<file path="config.mk">
export PLATFORM = sky130hd
export DESIGN_NAME = pentary_addsub_pipe
export DESIGN_NICKNAME = d
export VERILOG_FILES = /design/src/rtl/pentary_pkg.sv /design/src/rtl/pentary_chunk_adder.sv /design/src/rtl/pentary_addsub_pipe.sv
export SDC_FILE = /design/constraint.sdc
export NUM_CORES = 1
export LEC_CHECK = 0
export BUFFER_PORTS_ARGS = -buffer_cell sky130_fd_sc_hd__buf_2
export CAP_MARGIN = 15
export CORE_UTILIZATION = 60
export DETAILED_ROUTE_END_ITERATION = 10
export PLACE_DENSITY = 0.8
export SLEW_MARGIN = 30
export SYNTH_ARGS = -nofsm -noshare
export SYNTH_HDL_FRONTEND = slang
export SYNTH_HIERARCHICAL = 1
export SYNTH_SLANG_ARGS = --single-unit
</file>
<file path="constraint.sdc">
create_clock -name clk -period 25.4 [get_ports clk]
set_clock_uncertainty 0.1 [all_clocks]
set_input_delay 5.08 -clock clk [delete_from_list [all_inputs] [get_ports clk]]
set_output_delay 5.08 -clock clk [all_outputs]
set_load 0.01 [all_outputs]
</file>
<file path="src/rtl/pentary_pkg.sv">
// Shared definitions for balanced-pentary arithmetic.
// Digit codes 000..100 map to -2..+2; 101..111 are illegal.
package pentary_pkg;

    localparam int PENT_W = 3;

    localparam logic [2:0] PENT_M2 = 3'b000;
    localparam logic [2:0] PENT_M1 = 3'b001;
    localparam logic [2:0] PENT_Z  = 3'b010;
    localparam logic [2:0] PENT_P1 = 3'b011;
    localparam logic [2:0] PENT_P2 = 3'b100;

    function automatic logic [2:0] pent_neg(input logic [2:0] code);
        return 3'b100 - code;
    endfunction

    function automatic logic pent_is_legal(input logic [2:0] code);
        return code <= PENT_P2;
    endfunction

    function automatic logic signed [3:0] pent_val(input logic [2:0] code);
        return $signed({1'b0, code}) - 4'sd2;
    endfunction

    function automatic logic [2:0] pent_enc(input logic signed [3:0] v);
        logic [3:0] u;
        u = v + 4'sd2;
        return u[2:0];
    endfunction

endpackage

</file>
<file path="src/rtl/pentary_chunk_adder.sv">
// Combinational ripple of balanced-pentary digit cells over one
// pipeline chunk, with carry in and carry out.
module pentary_chunk_adder
    import pentary_pkg::*;
#(
    parameter int STAGE_DIGITS = 4
) (
    input  logic [PENT_W*STAGE_DIGITS-1:0] a,
    input  logic [PENT_W*STAGE_DIGITS-1:0] b,
    input  logic [2:0]                     cin,
    output logic [PENT_W*STAGE_DIGITS-1:0] sum,
    output logic [2:0]                     cout
);

    logic [2:0]        c;
    logic signed [3:0] t;

    always_comb begin
        c   = cin;
        t   = '0;
        sum = '0;
        for (int i = 0; i < STAGE_DIGITS; i++) begin
            t = pent_val(a[i*PENT_W +: PENT_W])
              + pent_val(b[i*PENT_W +: PENT_W])
              + pent_val(c);
            if (t > 4'sd2) begin
                sum[i*PENT_W +: PENT_W] = pent_enc(t - 4'sd5);
                c = PENT_P1;
            end else if (t < -4'sd2) begin
                sum[i*PENT_W +: PENT_W] = pent_enc(t + 4'sd5);
                c = PENT_M1;
            end else begin
                sum[i*PENT_W +: PENT_W] = pent_enc(t);
                c = PENT_Z;
            end
        end
        cout = c;
    end

endmodule

</file>
<file path="src/rtl/pentary_addsub_pipe.sv">
// Pipelined balanced-pentary adder/subtractor, one chunk per stage,
// with a single global advance enable for valid/ready backpressure.
module pentary_addsub_pipe
    import pentary_pkg::*;
#(
    parameter int DIGITS       = 16,
    parameter int STAGE_DIGITS = 4
) (
    input  logic                     clk,
    input  logic                     rst,
    input  logic                     in_valid,
    output logic                     in_ready,
    input  logic [PENT_W*DIGITS-1:0] in_a,
    input  logic [PENT_W*DIGITS-1:0] in_b,
    input  logic [2:0]               in_carry,
    input  logic                     in_sub,
    output logic                     out_valid,
    input  logic                     out_ready,
    output logic [PENT_W*DIGITS-1:0] out_sum,
    output logic [2:0]               out_carry,
    output logic                     out_invalid
);

    localparam int STAGES = DIGITS / STAGE_DIGITS;
    localparam int W      = PENT_W * DIGITS;
    localparam int CW     = PENT_W * STAGE_DIGITS;

    localparam logic [W-1:0] ZERO_W = {DIGITS{PENT_Z}};

    logic         adv;
    logic         bad;
    logic [W-1:0] b_eff;
    logic [W-1:0] a0;
    logic [W-1:0] b0;
    logic [2:0]   c0;

    assign adv      = !out_valid || out_ready;
    assign in_ready = adv;

    // Illegal operations are squashed to 0+0+0 so they flush as zeros.
    always_comb begin
        bad   = !(in_carry == PENT_M1 ||
                  in_carry == PENT_Z  ||
                  in_carry == PENT_P1);
        b_eff = in_b;
        for (int i = 0; i < DIGITS; i++) begin
            if (!pent_is_legal(in_a[i*PENT_W +: PENT_W]) ||
                !pent_is_legal(in_b[i*PENT_W +: PENT_W]))
                bad = 1'b1;
            if (in_sub)
                b_eff[i*PENT_W +: PENT_W] = pent_neg(in_b[i*PENT_W +: PENT_W]);
        end
        a0 = bad ? ZERO_W : in_a;
        b0 = bad ? ZERO_W : b_eff;
        c0 = bad ? PENT_Z : in_carry;
    end

    for (genvar k = 0; k < STAGES; k++) begin : stg
        localparam int HI = W - k*CW;
        localparam int LO = (k+1)*CW;

        logic [HI-1:0] a_src;
        logic [HI-1:0] b_src;
        logic [2:0]    c_src;
        logic [2:0]    c_out;
        logic [2:0]    c_q;
        logic          v_src;
        logic          x_src;
        logic          v_q;
        logic          x_q;
        logic [CW-1:0] chunk;
        logic [LO-1:0] s_next;
        logic [LO-1:0] s_q;

        if (k == 0) begin : head
            assign a_src  = a0;
            assign b_src  = b0;
            assign c_src  = c0;
            assign v_src  = in_valid;
            assign x_src  = bad;
            assign s_next = chunk;
        end else begin : body
            assign a_src  = stg[k-1].fwd.a_q;
            assign b_src  = stg[k-1].fwd.b_q;
            assign c_src  = stg[k-1].c_q;
            assign v_src  = stg[k-1].v_q;
            assign x_src  = stg[k-1].x_q;
            assign s_next = {chunk, stg[k-1].s_q};
        end

        pentary_chunk_adder #(
            .STAGE_DIGITS(STAGE_DIGITS)
        ) u_chunk (
            .a    (a_src[CW-1:0]),
            .b    (b_src[CW-1:0]),
            .cin  (c_src),
            .sum  (chunk),
            .cout (c_out)
        );

        always_ff @(posedge clk) begin
            if (rst) begin
                v_q <= 1'b0;
                x_q <= 1'b0;
                c_q <= PENT_Z;
                s_q <= {((k+1)*STAGE_DIGITS){PENT_Z}};
            end else if (adv) begin
                v_q <= v_src;
                x_q <= x_src;
                c_q <= c_out;
                s_q <= s_next;
            end
        end

        // Operand digits not yet resolved ride along to later stages.
        if (k < STAGES-1) begin : fwd
            logic [HI-CW-1:0] a_q;
            logic [HI-CW-1:0] b_q;

            always_ff @(posedge clk) begin
                if (rst) begin
                    a_q <= {(HI/PENT_W-STAGE_DIGITS){PENT_Z}};
                    b_q <= {(HI/PENT_W-STAGE_DIGITS){PENT_Z}};
                end else if (adv) begin
                    a_q <= a_src[HI-1:CW];
                    b_q <= b_src[HI-1:CW];
                end
            end
        end
    end

    assign out_valid   = stg[STAGES-1].v_q;
    assign out_invalid = stg[STAGES-1].x_q;
    assign out_carry   = stg[STAGES-1].c_q;
    assign out_sum     = stg[STAGES-1].s_q;

endmodule

</file>
======== Word-level counts from Yosys, hierarchy flattened ========
Cells that the tools add are included.
word-level totals
  bits of input ports ..................... 104
  register bits ........................... 284
  output and inout bits ................... 54
  word-level logic and storage cells ...... 417
operators by class
  eq/ne operators ......................... 3
  muxes and demuxes ....................... 99
  add/sub/neg operators ................... 176
  order comparisons ....................... 64
  reductions and logical operators ........ 53
operator list
  operator             count
  $mux 3               65
  $add 3x3->3 const B  64
  $sub 3x2->4 const B  48
  $add 4x4->4          32
  $le 3x3->1 const B   32
  $mux 48              2
  $gt 4x3->1 const B   16
  $lt 4x2->1 const B   16
  $sub 3x3->3 const A  16
  $sub 3x3->3 const B  16
  $logic_not 1->1      34
  $mux 2               16
  $logic_or 1x1->1     19
  $mux 1               16
  $eq 3x2->1 const B   2
  $eq 3x1->1 const B   1

======== Depth between registers and ports, before layout ========
Gate-level depths: netlist of run 1.
  word-level depth ........................ 43
  mapped depth ............................ 44
  depth with buffers taken out ............ 42

======== Cells and area by module ========
Netlist of run 1, hierarchy kept.
modules (own cells, without submodules)
  module                                seq. area each (um2)  area an instance (um2)  instances  cells an instance
  pentary_addsub_pipe                   5685.5                12037.8                 1          1439
  pentary_chunk_adder (stg[3].u_chunk)  0.0                   1468.9                  1          175
  pentary_chunk_adder (stg[2].u_chunk)  0.0                   1438.9                  1          175
  pentary_chunk_adder (stg[1].u_chunk)  0.0                   1425.1                  1          171
  pentary_chunk_adder (stg[0].u_chunk)  0.0                   1416.4                  1          171

======== Least setup slack after synthesis of run 1 ========
Ideal clock, no wire load.
  path type ............................... input-to-reg
  start point ............................. input port in_b[30]
  end point ............................... register stg[0].s_q[11]
  arrival time ............................ 13.595 ns
  library setup time ...................... 0.132 ns
  cell stages on the path ................. 40
  data required time ...................... 25.168 ns
  setup slack ............................. 11.572 ns
  path through ............................ inv_1 ha_1 ha_1 nand2b_1 o21ai_1 nor4_2 nand2_2 buf_1 nor3_1 inv_1 fa_1 inv_1 ha_1 a21oi_1 nand2_1 xor2_2 mux2_2 fa_1 [... 4 more ...] mux2_4 fa_1 fa_1 inv_1 ha_1 o21a_1 mux2_4 fa_1 inv_1 ha_1 xor2_1 inv_1 ha_1 inv_1 a21oi_1 mux4_1 nand2_1 a21oi_1
between the ends
  word-level cells in the longest chain between the ends .. 32
ends and longest elaborated chain
  item                    line                        text
  from (decl)             pentary_addsub_pipe.sv:14   input logic [PENT_W*DIGITS-1:0] in_b,
  $le 3x3->1 *            pentary_pkg.sv:18           return code <= PENT_P2;
  $logic_not 1->1 *       pentary_addsub_pipe.sv:48   !pent_is_legal(in_b[i*PENT_W +: PENT_W]))
  $logic_or 1x1->1 *      pentary_addsub_pipe.sv:47   if (!pent_is_legal(in_a[i*PENT_W +: PENT_W]) ||
  $mux 1 * (6 in series)  pentary_addsub_pipe.sv:47
  $mux 48 *               pentary_addsub_pipe.sv:54   b0 = bad ? ZERO_W : b_eff;
  net b0[2]               pentary_addsub_pipe.sv:34   logic [W-1:0] b0;
  $sub 3x2->4 *           pentary_pkg.sv:22           return $signed({1'b0, code}) - 4'sd2;
  $add 4x4->4 *           pentary_chunk_adder.sv:24   + pent_val(b[i*PENT_W +: PENT_W])
  [... 13 more ...]       -
  $mux 3 *                pentary_chunk_adder.sv:26   if (t > 4'sd2) begin
  $sub 3x2->4 *           pentary_pkg.sv:22
  $add 4x4->4 *           pentary_chunk_adder.sv:25   + pent_val(c);
  $add 3x3->3             pentary_chunk_adder.sv:30   sum[i*PENT_W +: PENT_W] = pent_enc(t + 4'sd5);
  $add 3x3->3             pentary_pkg.sv:27           u = v + 4'sd2;
  $mux 3                  pentary_chunk_adder.sv:29   end else if (t < -4'sd2) begin
  $mux 3 *                pentary_chunk_adder.sv:26
  net stg[0].chunk[11]    pentary_addsub_pipe.sv:71   logic [CW-1:0] chunk;
  to (signal assigned)    pentary_addsub_pipe.sv:106  s_q <= {((k+1)*STAGE_DIGITS){PENT_Z}};
  to (signal assigned)    pentary_addsub_pipe.sv:111  s_q <= s_next;
  to (decl)               pentary_addsub_pipe.sv:73   logic [LO-1:0] s_q;
The timed path passes the listed nets; every way through them passes the cells marked *.
A chain may end at the register's enable or synchronous reset.

======== Final worst setup path of run 1 ========
  start point ............................. input port in_b[36]
  end point ............................... register stg[0].s_q[11]
between the ends
  word-level cells in the longest chain between the ends .. 30
ends and longest elaborated chain
  item                    line                       text
  $le 3x3->1 *            pentary_pkg.sv:18
  $logic_not 1->1 *       pentary_addsub_pipe.sv:48
  $logic_or 1x1->1 *      pentary_addsub_pipe.sv:47
  $mux 1 * (4 in series)  pentary_addsub_pipe.sv:47
  $mux 48 *               pentary_addsub_pipe.sv:53  a0 = bad ? ZERO_W : in_a;
  net a0[1]               pentary_addsub_pipe.sv:33  logic [W-1:0] a0;
  $sub 3x2->4 *           pentary_pkg.sv:22
  $add 4x4->4 *           pentary_chunk_adder.sv:24
  [... 13 more ...]       -
  $mux 3 *                pentary_chunk_adder.sv:26
  $sub 3x2->4 *           pentary_pkg.sv:22
  $add 4x4->4 *           pentary_chunk_adder.sv:25
  $add 3x3->3             pentary_chunk_adder.sv:30
  $add 3x3->3             pentary_pkg.sv:27
  $mux 3                  pentary_chunk_adder.sv:29
  $mux 3 *                pentary_chunk_adder.sv:26
  net stg[0].chunk[11]    pentary_addsub_pipe.sv:71
Marks and branches as above.

==> results of run 1 <==
sequential cells by signal, indices dropped and copies added, names as in the netlist:
register and cells:
stg.c_q 9, stg.v_q 3, stg.x_q 3, out_carry 3, stg.s_q 72, stg.fwd.b_q 72
stg.fwd.a_q 72, out_valid 1, out_sum 48, out_invalid 1
synth_stat cells, types with 7 or more instances:
cell type | number | area (um2)
o31ai_1 | 16 | 120
a31oi_1 | 13 | 81.3
nand3b_1 | 140 | 1050
a21oi_1 | 209 | 1050
buf_1 | 8 | 30.0
mux2i_1 | 33 | 330
o21ai_0 | 42 | 210
buf_2 | 26 | 130
nand2_2 | 10 | 62.6
inv_1 | 223 | 837
a211oi_1 | 8 | 60.1
fa_1 | 36 | 721
a41oi_1 | 12 | 105
nand2b_1 | 9 | 56.3
and3_1 | 10 | 62.6
xnor2_1 | 23 | 201
nand2_1 | 436 | 1640
o31ai_2 | 20 | 250
o21a_1 | 8 | 60.1
xor2_2 | 14 | 228
xor2_4 | 9 | 248
xor2_1 | 11 | 96.3
o41ai_2 | 12 | 195
o211ai_1 | 18 | 135
nor2b_1 | 13 | 81.3
nor2_1 | 71 | 267
ha_1 | 172 | 2150
dfxtp_1 | 284 | 5690
xnor2_2 | 7 | 114
clkbuf_1 | 81 | 304
mux2_4 | 8 | 120
or3_1 | 17 | 106
nor3_1 | 53 | 265
layer usage:
layer / share of wire [%] / vias to the layer above
met4: 2.9 / 2
li1: - / 7232
met2: 44 / 426
met1: 47 / 6828
met5: 0.034 / -
met3: 6.4 / 74
worst max-delay path: cells and delay by family:
kind | cells | cell delay, ns
buffers and inverters | 11 | 1.52
xor gates and xnor gates | 1 | 0.21
AOI/OAI and AO/OA | 6 | 1.12
muxes | 4 | 1.35
adders and majority gates | 14 | 5.09
and+or+nand+nor | 4 | 0.43
where the power goes:
group          internal (mW)  switching, mW
sequential             0.491         0.0229
combinational          0.401          0.522
clock                  0.262          0.179
logic make-up (layout without fill, tap and decap cells):
group,after synthesis,after routing,synth area share [%]
flip-flops,284,284,32.0
AND/OR/NAND/NOR,780,780,21.0
multiplexers,52,52,3.79
adder cells (fa/ha/maj),208,208,16.2
AO/OA/AOI/OAI,387,387,14.0
buffers and inverters,351,444,7.97
XOR/XNOR,64,64,4.99
other,5,5,0.106
cell type report:
| cell class | count | area (um2) |
|---|---|---|
| multi-input cells | 1496 | 10700 |
| fillers | 2380 | 9310 |
| flip-flops and latches | 284 | 5690 |
| repair buffers | 167 | 910 |
| inverters | 224 | 848 |
| clock buffers | 38 | 832 |
| well taps | 384 | 480 |
| clock inverters | 15 | 175 |
worst paths after layout:
check / startpoint / end / slack, ns / cells after the start
min reg2reg: out_sum[36]$_SDFFE_PP0P_ / out_sum[36]$_SDFFE_PP0P_ / 0.35 / 2
max reg2reg: stg[0].fwd.a_q[2]$_SDFFE_PP0P_ / stg[1].s_q[23]$_SDFFE_PP0P_ / 16.85 / 31
max: in_b[36] / stg[0].s_q[11]$_SDFFE_PP0P_ / 10.85 / 40
min: out_sum[36]$_SDFFE_PP0P_ / out_sum[36]$_SDFFE_PP0P_ / 0.35 / 2
per-stage QoR:
stage | area, um2 | instances | power [mW]
after global placement | 18600 | 2554 | 1.38
after CTS | 19600 | 2607 | 1.88
after floorplan | 17800 | 2131 | 1.24
after global routing | 19600 | 2608 | 2.02
final | 19600 | 2608 | 1.88
after detailed placement | 18600 | 2554 | 1.43
==> summary.txt, run 1 <==
Timing
  • Max Freq: 68.7 MHz
  • Setup tns final: 0 ns
  • Fin. max-slew vios: 0
  • Hold slack: ~0.35 ns
  • Final worst slack: 10.85 ns
  • Slew HR: between 30% and 40%
  • Tcrit/Tclk final: a little under three fifths
  • Final Hold Vio Count: 0
  • RSZ-0062 raised after global routing: false
  • Setup violations, final: 0
  • Min Clock Period, post-route: 14.55 ns
  • Worst slew pin tran: between 1 and 1.5 ns

Route
  • Post-route ant nets: 0
  • Iteration-0 DRC count of the detailed router: around 1100
  • DRC Markers: 0
  • Mean number of vias per cell: 5.58
  • TritonRoute pass-1 iters: 5
  • Wire length per cell: ~16 um
  • DRT Wirelength: between 40 and 50 mm
  • DR vias: 14600

Global routing
  • Grt met1 use: a little over a third
  • Initial antenna violation count: 1
  • Grt ovf: 0
  • Grt met2 use: 42.9%
  • GRT Resource Usage Total: between 20% and 30%
  • Global-route wire length before repair: approximately 68 mm
  • Pin count of the biggest net entering global routing: about 200
  • M3 GR Usage: 5.12%
  • Most used routing layer: met2
  • Vias in the first global route: roughly 14000

Final layout
  • Number of inserted diodes: 0
  • Finished Core Util: around 68%
  • Final nets: around 2500
  • Commonest non-fill, non-tap cell in the layout: nand2_1
  • Most frequent cells in the layout: nand2_1 (436), dfxtp_1 (284), inv_1 (223), a21oi_1 (209), ha_1 (172)
  • Synth-to-Final Area Change: 10.3%
  • Share of cells above drive strength 1: 14.4%

Logic synthesis
  • Fraction of registers with async set/reset: 0%
  • Mapped Cells: roughly 2100
  • Syn_nets: ~2400
  • Post-synth EDFFs: 0
  • Cell area after synthesis: 17800 um2
  • Synthesized area per cell: between 8 and 9 um2
  • Post-synthesis register bit count: 284
  • Top_reg_cell synth: dfxtp_1
  • Post-synthesis sequential area ratio: a little under a third
  • Yosys cell types: a little over 60
  • Synth warn: 6

Setup path
  • Crit Path Class: primary input to flop
  • Worst Path Required: ~26 ns
  • CP Capture Type: flop
  • Crit path max-delay cell type: buf_4
  • Worst path most repeated cell: inv_1
  • WP data arrival: around 15 ns
  • Startpoint Class: primary input
  • CP peak stage delay: between 0.6 and 0.7 ns
  • Critical path fanouts, max: slightly above 60

Die
  • Starting Density: between 60% and 70%
  • Total die area: just over 30000 um2
  • Core area: around 29000 um2
  • Die X-Extent: ~170 um
  • Die H: between 150 and 200 um
  • I/O Pins: roughly 160
  • Core Rows: 62

Clock network
  • Clk buf depth: 3
  • Clock slew at reported path FFs: roughly 0.060 ns
  • CTS tree: built
  • Post-cts sizing count: 0
  • Max H-tree Level: 1
  • Root Driver: clkbuf_16
  • Setup bufs post-CTS: 0
  • Num CTS Buffers: 30
  • Clk Latency, worst-skew pair: roughly 0.55 ns
  • TritonCTS sink count: between 200 and 300
  • CTS Hold Bufs: 0

Placed design
  • Setup WS pre-CTS: 10.40 ns
  • Port Buffer Count: ~160
  • Placer Congestion: slightly above 0.9
  • DP HPWL: between 20 and 30 mm

Pwr
  • VDD IR max: approximately 0.062 mV
  • PD cells: about 96 nW/um2
  • Pleak: approximately 9 nW

Run status
  • Status: finished clean

Worst hold path
  • Hold Crit Class: flop to flop

Run
  • Max Cap Viol: 0
Note: power is estimated with default switching activity, not from simulation.
==> inputs of run 2 (changes only) <==
--- a/config.mk
+++ b/config.mk
@@ -7,9 +7,9 @@
 export LEC_CHECK = 0
 export BUFFER_PORTS_ARGS = -buffer_cell sky130_fd_sc_hd__buf_2
 export CAP_MARGIN = 15
-export CORE_UTILIZATION = 60
+export CORE_UTILIZATION = 55
 export DETAILED_ROUTE_END_ITERATION = 10
-export PLACE_DENSITY = 0.8
+export PLACE_DENSITY = 0.77
 export SLEW_MARGIN = 30
 export SYNTH_ARGS = -nofsm -noshare
 export SYNTH_HDL_FRONTEND = slang
==> constraint.sdc (replaced) <==
create_clock -name clk -period 12.2 [get_ports clk]
set_clock_uncertainty 0.1 [all_clocks]
set_input_delay 2.44 -clock clk [delete_from_list [all_inputs] [get_ports clk]]
set_output_delay 2.44 -clock clk [all_outputs]
set_load 0.01 [all_outputs]
==> summary.txt, run 2 (synthesis gave the netlist of run 1 again) <==
Die
  • Total die area: 33100 um2 (+9.0%)
  • I/O Pins: 158 (unchanged)
  • Die H: 182 um (+4.4%)
  • Core Rows: 65 (+4.8%)
  • Die X-Extent: 182 um (+4.4%)
  • Starting Density: 56.1% (-5.4 points)
  • Core area: 31700 um2 (+9.6%)

Run
  • Max Cap Viol: 0 (unchanged)

Setup path
  • Crit path max-delay cell type: fa_1
  • CP peak stage delay: 0.61 ns (-0.05 ns)
  • Crit Path Class: primary input to flop
  • Worst Path Required: 12.48 ns (-13.22 ns)
  • Startpoint Class: primary input
  • Reg2reg setup slack: 3.70 ns (-13.15 ns)
  • Critical path fanouts, max: 10 (-84%)
  • Worst path most repeated cell: fa_1
  • WP data arrival: 11.86 ns (-2.98 ns)
  • CP Capture Type: flop

Timing
  • Final worst slack: 0.619 ns (-10.24 ns)
  • Slew HR: 39.1% (+8.9 points)
  • Setup violations, final: 0 (unchanged)
  • Fin. max-slew vios: 0 (unchanged)
  • RSZ-0062 raised after global routing: false
  • Min Clock Period, post-route: 11.58 ns
  • Max Freq: 86.3 MHz
  • Setup tns final: 0 ns (unchanged)
  • Worst slew pin tran: 0.913 ns (-0.130 ns)
  • Tcrit/Tclk final: a little over nine tenths
  • Final Hold Vio Count: 0 (unchanged)

Pwr
  • PD cells: 199 nW/um2 (+110%)
  • VDD IR max: 0.137 mV (+120%)
  • Pleak: 8.87 nW (+0.50%)

Clock network
  • Setup bufs post-CTS: 0 (unchanged)
  • CTS tree: built
  • Clk buf depth: 3 (unchanged)
  • CTS Hold Bufs: 0 (unchanged)
  • Post-cts sizing count: 0 (unchanged)
  • TritonCTS sink count: 284 (unchanged)
  • Root Driver: clkbuf_16
  • Num CTS Buffers: 29 (-3.3%)
  • Max H-tree Level: 1 (unchanged)
  • Clock slew at reported path FFs: 0.06 ns (about the same)
  • Clk Latency, worst-skew pair: 0.56 ns (about the same)

Final layout
  • Synth-to-Final Area Change: 10.6%
  • Share of cells above drive strength 1: 14.6% (+0.23 points)
  • Final nets: 2521 (+0.24%)
  • Number of inserted diodes: 0 (unchanged)
  • Most frequent cells in the layout: nand2_1 (436), dfxtp_1 (284), inv_1 (223), a21oi_1 (209), ha_1 (172)
  • Finished Core Util: 62.0% (-5.8 points)
  • Final Instance Count excl. Fillers: 2632 (+0.92%)
  • Largest regs: stg.fwd.a_q (72), stg.fwd.b_q (72), stg.s_q (72)
  • Commonest non-fill, non-tap cell in the layout: nand2_1

Route
  • Post-route ant nets: 0 (unchanged)
  • Mean number of vias per cell: 5.55 (-0.59%)
  • Iteration-0 DRC count of the detailed router: 940 (-11%)
  • DRC Markers: 0 (unchanged)
  • TritonRoute pass-1 iters: 6 (+1)
  • DR vias: 14600 (+0.32%)
  • DRT Wirelength: 41.7 mm (+1.1%)
  • Wire length per cell: 15.9 um (+0.16%)

Placed design
  • DP HPWL: 29.9 mm (+2.0%)
  • Placer Congestion: 0.941 (+3.3%)
  • Port Buffer Count: 157 (unchanged)
  • Setup WS pre-CTS: 0.214 ns (-10.19 ns)
  • Placed Cells: 2580 (+1.0%)

Global routing
  • Pin count of the biggest net entering global routing: 144 (-29%)
  • Global-route wire length before repair: 68.1 mm (+0.67%)
  • Vias in the first global route: 13700 (-1.8%)
  • Initial antenna violation count: 2 (+1)
  • Grt ovf: 0 (unchanged)
  • GRT Resource Usage Total: 25.0% (-1.8 points)

Run status
  • Status: finished clean

Worst hold path
  • Hold Crit Class: flop to flop
run 2: cell count changes in the layout (fill, tap and decap cells not counted), moves of 2 or more:
cell,before,now
clkbuf_16,31,29
buf_4,6,16
clkinvlp_4,4,0
clkinv_2,4,6
bufinv_16,3,6
run 2: critical path: cells and delay by family:
family	cells	cell delay [ns]
adder cells (fa/ha/maj)	12	4.84
AO/OA/AOI/OAI	7	1.39
multiplexers	4	1.36
buffers and inverters	9	1.06
AND/OR/NAND/NOR	4	0.75
run 2: layout make-up:
cell class / instances / area (um2)
inverters: 224 / 848
fillers: 2781 / 12000
clock buffers: 37 / 786
flip-flops and latches: 284 / 5690
well taps: 402 / 503
clock inverters: 15 / 236
multi-input cells: 1496 / 10700
repair buffers: 174 / 926
run 2: final timing paths:
kind                                     to  cells past startpoint                             from
max             stg[0].s_q[11]$_SDFFE_PP0P_                     36                         in_a[45]
min          stg[2].fwd.a_q[9]$_SDFFE_PP0P_                      2  stg[1].fwd.a_q[21]$_SDFFE_PP0P_
max reg2reg     stg[2].s_q[35]$_SDFFE_PP0P_                     34   stg[1].fwd.a_q[2]$_SDFFE_PP0P_
min reg2reg  stg[2].fwd.a_q[9]$_SDFFE_PP0P_                      2  stg[1].fwd.a_q[21]$_SDFFE_PP0P_
run 2: power breakdown:
group | leakage (nW) | switching, mW | internal, mW
clock network | 0.506 | 0.369 | 0.581
registers | 2.31 | 0.0454 | 1.02
logic | 6.05 | 1.07 | 0.832
run 2: per-stage QoR:
stage          total power, mW  cell area [um2]  hold WS, ns
3_5_place_dp              2.97            18700        0.340
5_1_grt                   4.23            19700        0.355
4_1_cts                   3.93            19700        0.336
3_3_place_gp              2.87            18700        0.335
2_1_floorplan             2.58            17800        0.332
6_report                  3.92            19700        0.336
run 2: metal layers:
layer	track usage (%)	part of all wire, %	vias to the layer above
li1	-	-	7240
met1	34.7	46	6838
met2	40.5	45	457
met3	3.87	6.8	70
met4	6.71	2.4	4
met5	0	0.060	-
==> inputs of run 3 (changes only) <==
--- a/config.mk
+++ b/config.mk
@@ -10,6 +10,8 @@
 export CORE_UTILIZATION = 55
 export DETAILED_ROUTE_END_ITERATION = 10
 export PLACE_DENSITY = 0.77
+export REMOVE_ABC_BUFFERS = 1
+export SKIP_CTS_REPAIR_TIMING = 1
 export SLEW_MARGIN = 30
 export SYNTH_ARGS = -nofsm -noshare
 export SYNTH_HDL_FRONTEND = slang
==> summary.txt, run 3 (synthesis gave the netlist of run 1 again) <==
Placed design
  • Placement Cell Area: 18800 um2 (+0.52%)
  • Placer Congestion: 0.891 (-5.3%)
  • DP HPWL: 28.8 mm (-3.9%)
  • Port Buffer Count: 157 (unchanged)

Pwr
  • Cell Int Power: 2.43 mW (-0.39%)
  • Pleak: 8.93 nW (+0.66%)
  • Logic pwr share: 48.1% (-0.4 points)
  • P_sw: 1.46 mW (-1.3%)
  • Tot Pwr: 3.89 mW (-0.72%)
  • Sequential Power Share: 27.5% (+0.2 points)
  • Sw Ratio: 37.6% (-0.21 points)
  • PD cells: 197 nW/um2 (-1.3%)
  • Clk pwr share: 24.5% (+0.3 points)
  • VDD IR max: 0.134 mV (-2.0%)

Setup path
  • Worst Path Required: 12.51 ns (+0.03 ns)
  • CP peak stage delay: 0.62 ns (about the same)
  • Instance count on the critical path: 41 (+14%)
  • Crit Path Class: primary input to flop
  • WP data arrival: 11.91 ns (+0.05 ns)
  • Startpoint Class: primary input
  • Critical path fanouts, max: 10 (unchanged)
  • CP Capture Type: flop
  • Crit path max-delay cell type: fa_1
  • Worst path most repeated cell: inv_1
  • Delay-heaviest family, CP: adder cells
  • Reg2Reg Depth: 34 (unchanged)
  • Buf+Inv Stages, Crit Path: 11 (+2)

Clock network
  • Clk Latency, worst-skew pair: 0.56 ns (about the same)
  • Clock slew at reported path FFs: 0.06 ns (about the same)
  • Root Driver: clkbuf_16
  • Num CTS Buffers: 31 (+6.9%)
  • Max H-tree Level: 1 (unchanged)
  • TritonCTS sink count: 284 (unchanged)
  • Clk buf depth: 3 (unchanged)
  • CTS tree: built

Timing
  • Tcrit/Tclk final: 95.1% (+0.16 points)
  • Worst slew pin tran: 0.974 ns (+0.0606 ns)
  • RSZ-0062 raised after global routing: false
  • Min Clock Period, post-route: 11.60 ns (+0.0193 ns)
  • Setup violations, final: 0 (unchanged)
  • Max Freq: 86.2 MHz (-0.17%)
  • Fin. max-slew vios: 0 (unchanged)
  • Final Hold Vio Count: 0 (unchanged)
  • Slew HR: 35.1% (-4.0 points)

Die
  • Core area: 31700 um2 (unchanged)
  • Total die area: 33100 um2 (unchanged)
  • Starting Density: 56.1% (unchanged)
  • Core Rows: 65 (unchanged)
  • I/O Pins: 158 (unchanged)
  • Die H: 182 um (unchanged)
  • Die X-Extent: 182 um (unchanged)

Final layout
  • Finished Core Util: 62.4% (+0.38 points)
  • Commonest non-fill, non-tap cell in the layout: nand2_1
  • Most frequent cells in the layout: nand2_1 (436), dfxtp_1 (284), inv_1 (223), a21oi_1 (209), ha_1 (172)
  • Final nets: 2531 (+0.40%)
  • Synth-to-Final Area Change: 11.3%
  • Share of cells above drive strength 1: 15.0% (+0.34 points)
  • Fillers: 2798 (+0.61%)
  • Largest regs: stg.fwd.a_q (72), stg.fwd.b_q (72), stg.s_q (72)
  • Design area: 19800 um2 (+0.61%)

Worst hold path
  • Hold Crit Depth: 2 (unchanged)
  • Hold Crit Class: flop to flop

Run
  • Max Cap Viol: 0 (unchanged)

Route
  • Wire length per cell: 15.6 um (-1.8%)
  • DRC Markers: 0 (unchanged)
  • Post-route ant nets: 0 (unchanged)
  • Mean number of vias per cell: 5.49 (-1.1%)
  • DRT Wirelength: 41.2 mm (-1.2%)
  • TritonRoute pass-1 iters: 5 (-1)
  • DR vias: 14500 (-0.51%)
  • Iteration-0 DRC count of the detailed router: 901 (-4.1%)

Global routing
  • Pin count of the biggest net entering global routing: 209 (+45%)
  • Grt ovf: 0 (unchanged)
  • GRT Resource Usage Total: 24.7% (-0.36 points)
  • Initial antenna violation count: 5 (+3)
  • Global-route wire length before repair: 67.3 mm (-1.1%)
  • Vias in the first global route: 13900 (+1.6%)

Run status
  • Status: finished clean
## run 3: cell count changes in the layout (fill, tap and decap cells not counted), moves of 2 or more
cell / delta
buf_4: +6
diode_2: +5
clkbuf_8: +4
bufinv_16: -3
buf_12: +2
clkbuf_16: +2
## run 3: metal layers
metal / GRT usage (%) / wire (um) / vias up
met5: 0 / 13 / -
met4: 8.47 / 1220 / 2
met3: 4.35 / 2400 / 65
met2: 41.6 / 19400 / 311
met1: 31.7 / 18200 / 6888
li1: - / - / 7269
## run 3: final timing paths
kind              slack [ns]                     endpoint                            from
setup / recovery        0.60  stg[0].s_q[11]$_SDFFE_PP0P_                        in_b[42]
hold / removal          0.35     out_sum[24]$_SDFFE_PP0P_        out_sum[24]$_SDFFE_PP0P_
setup reg to reg        3.74  stg[2].s_q[35]$_SDFFE_PP0P_  stg[1].fwd.a_q[2]$_SDFFE_PP0P_
hold reg to reg         0.35     out_sum[24]$_SDFFE_PP0P_        out_sum[24]$_SDFFE_PP0P_
## run 3: per-stage QoR
| stage | setup WS (ns) | setup TNS [ns] | hold WS [ns] | std cells |
|---|---|---|---|---|
| 2_1_floorplan | -9.44 | -2086.28 | 0.326 | 2004 |
| 3_3_place_gp | 0.478 | 0 | 0.334 | 2587 |
| 3_5_place_dp | 0.121 | 0 | 0.341 | 2588 |
| 4_1_cts | 0.682 | 0 | 0.349 | 2642 |
| 5_1_grt | 0.123 | 0 | 0.367 | 2644 |
| 6_report | 0.599 | 0 | 0.346 | 2647 |
## run 3: area by class of cell
type                       instances  area, um2  share of cell area, %
tap                              402        503                   2.54
multi-input combinational       1496      10700                   54.0
inverter                         224        848                   4.28
sequential                       284       5690                   28.7
clock buffer                      42        887                   4.48
clock inverter                    12        145                  0.733
timing repair buffer             182       1030                   5.19
antenna                            5       12.5                 0.0632
## run 3: power groups by stage
stage               Clock, mW  Sequential (mW)  Combinational (mW)
floorplan                   0             1.09                1.47
global placement            0             1.08                1.76
detailed placement          0             1.09                1.85
CTS                     0.968             1.07                1.87
global route             1.01             1.08                2.13
finish                  0.952             1.07                1.87
## run 3: worst register-to-register path: cells and delay by family (launching register included)
kind	cells	cell delay, ns
compound gates	7	1.09
xor+xnor	3	0.94
fa+ha+maj	11	4.18
buf+inv	7	0.58
flops	1	0.33
mux	3	0.83
simple gates	3	0.30
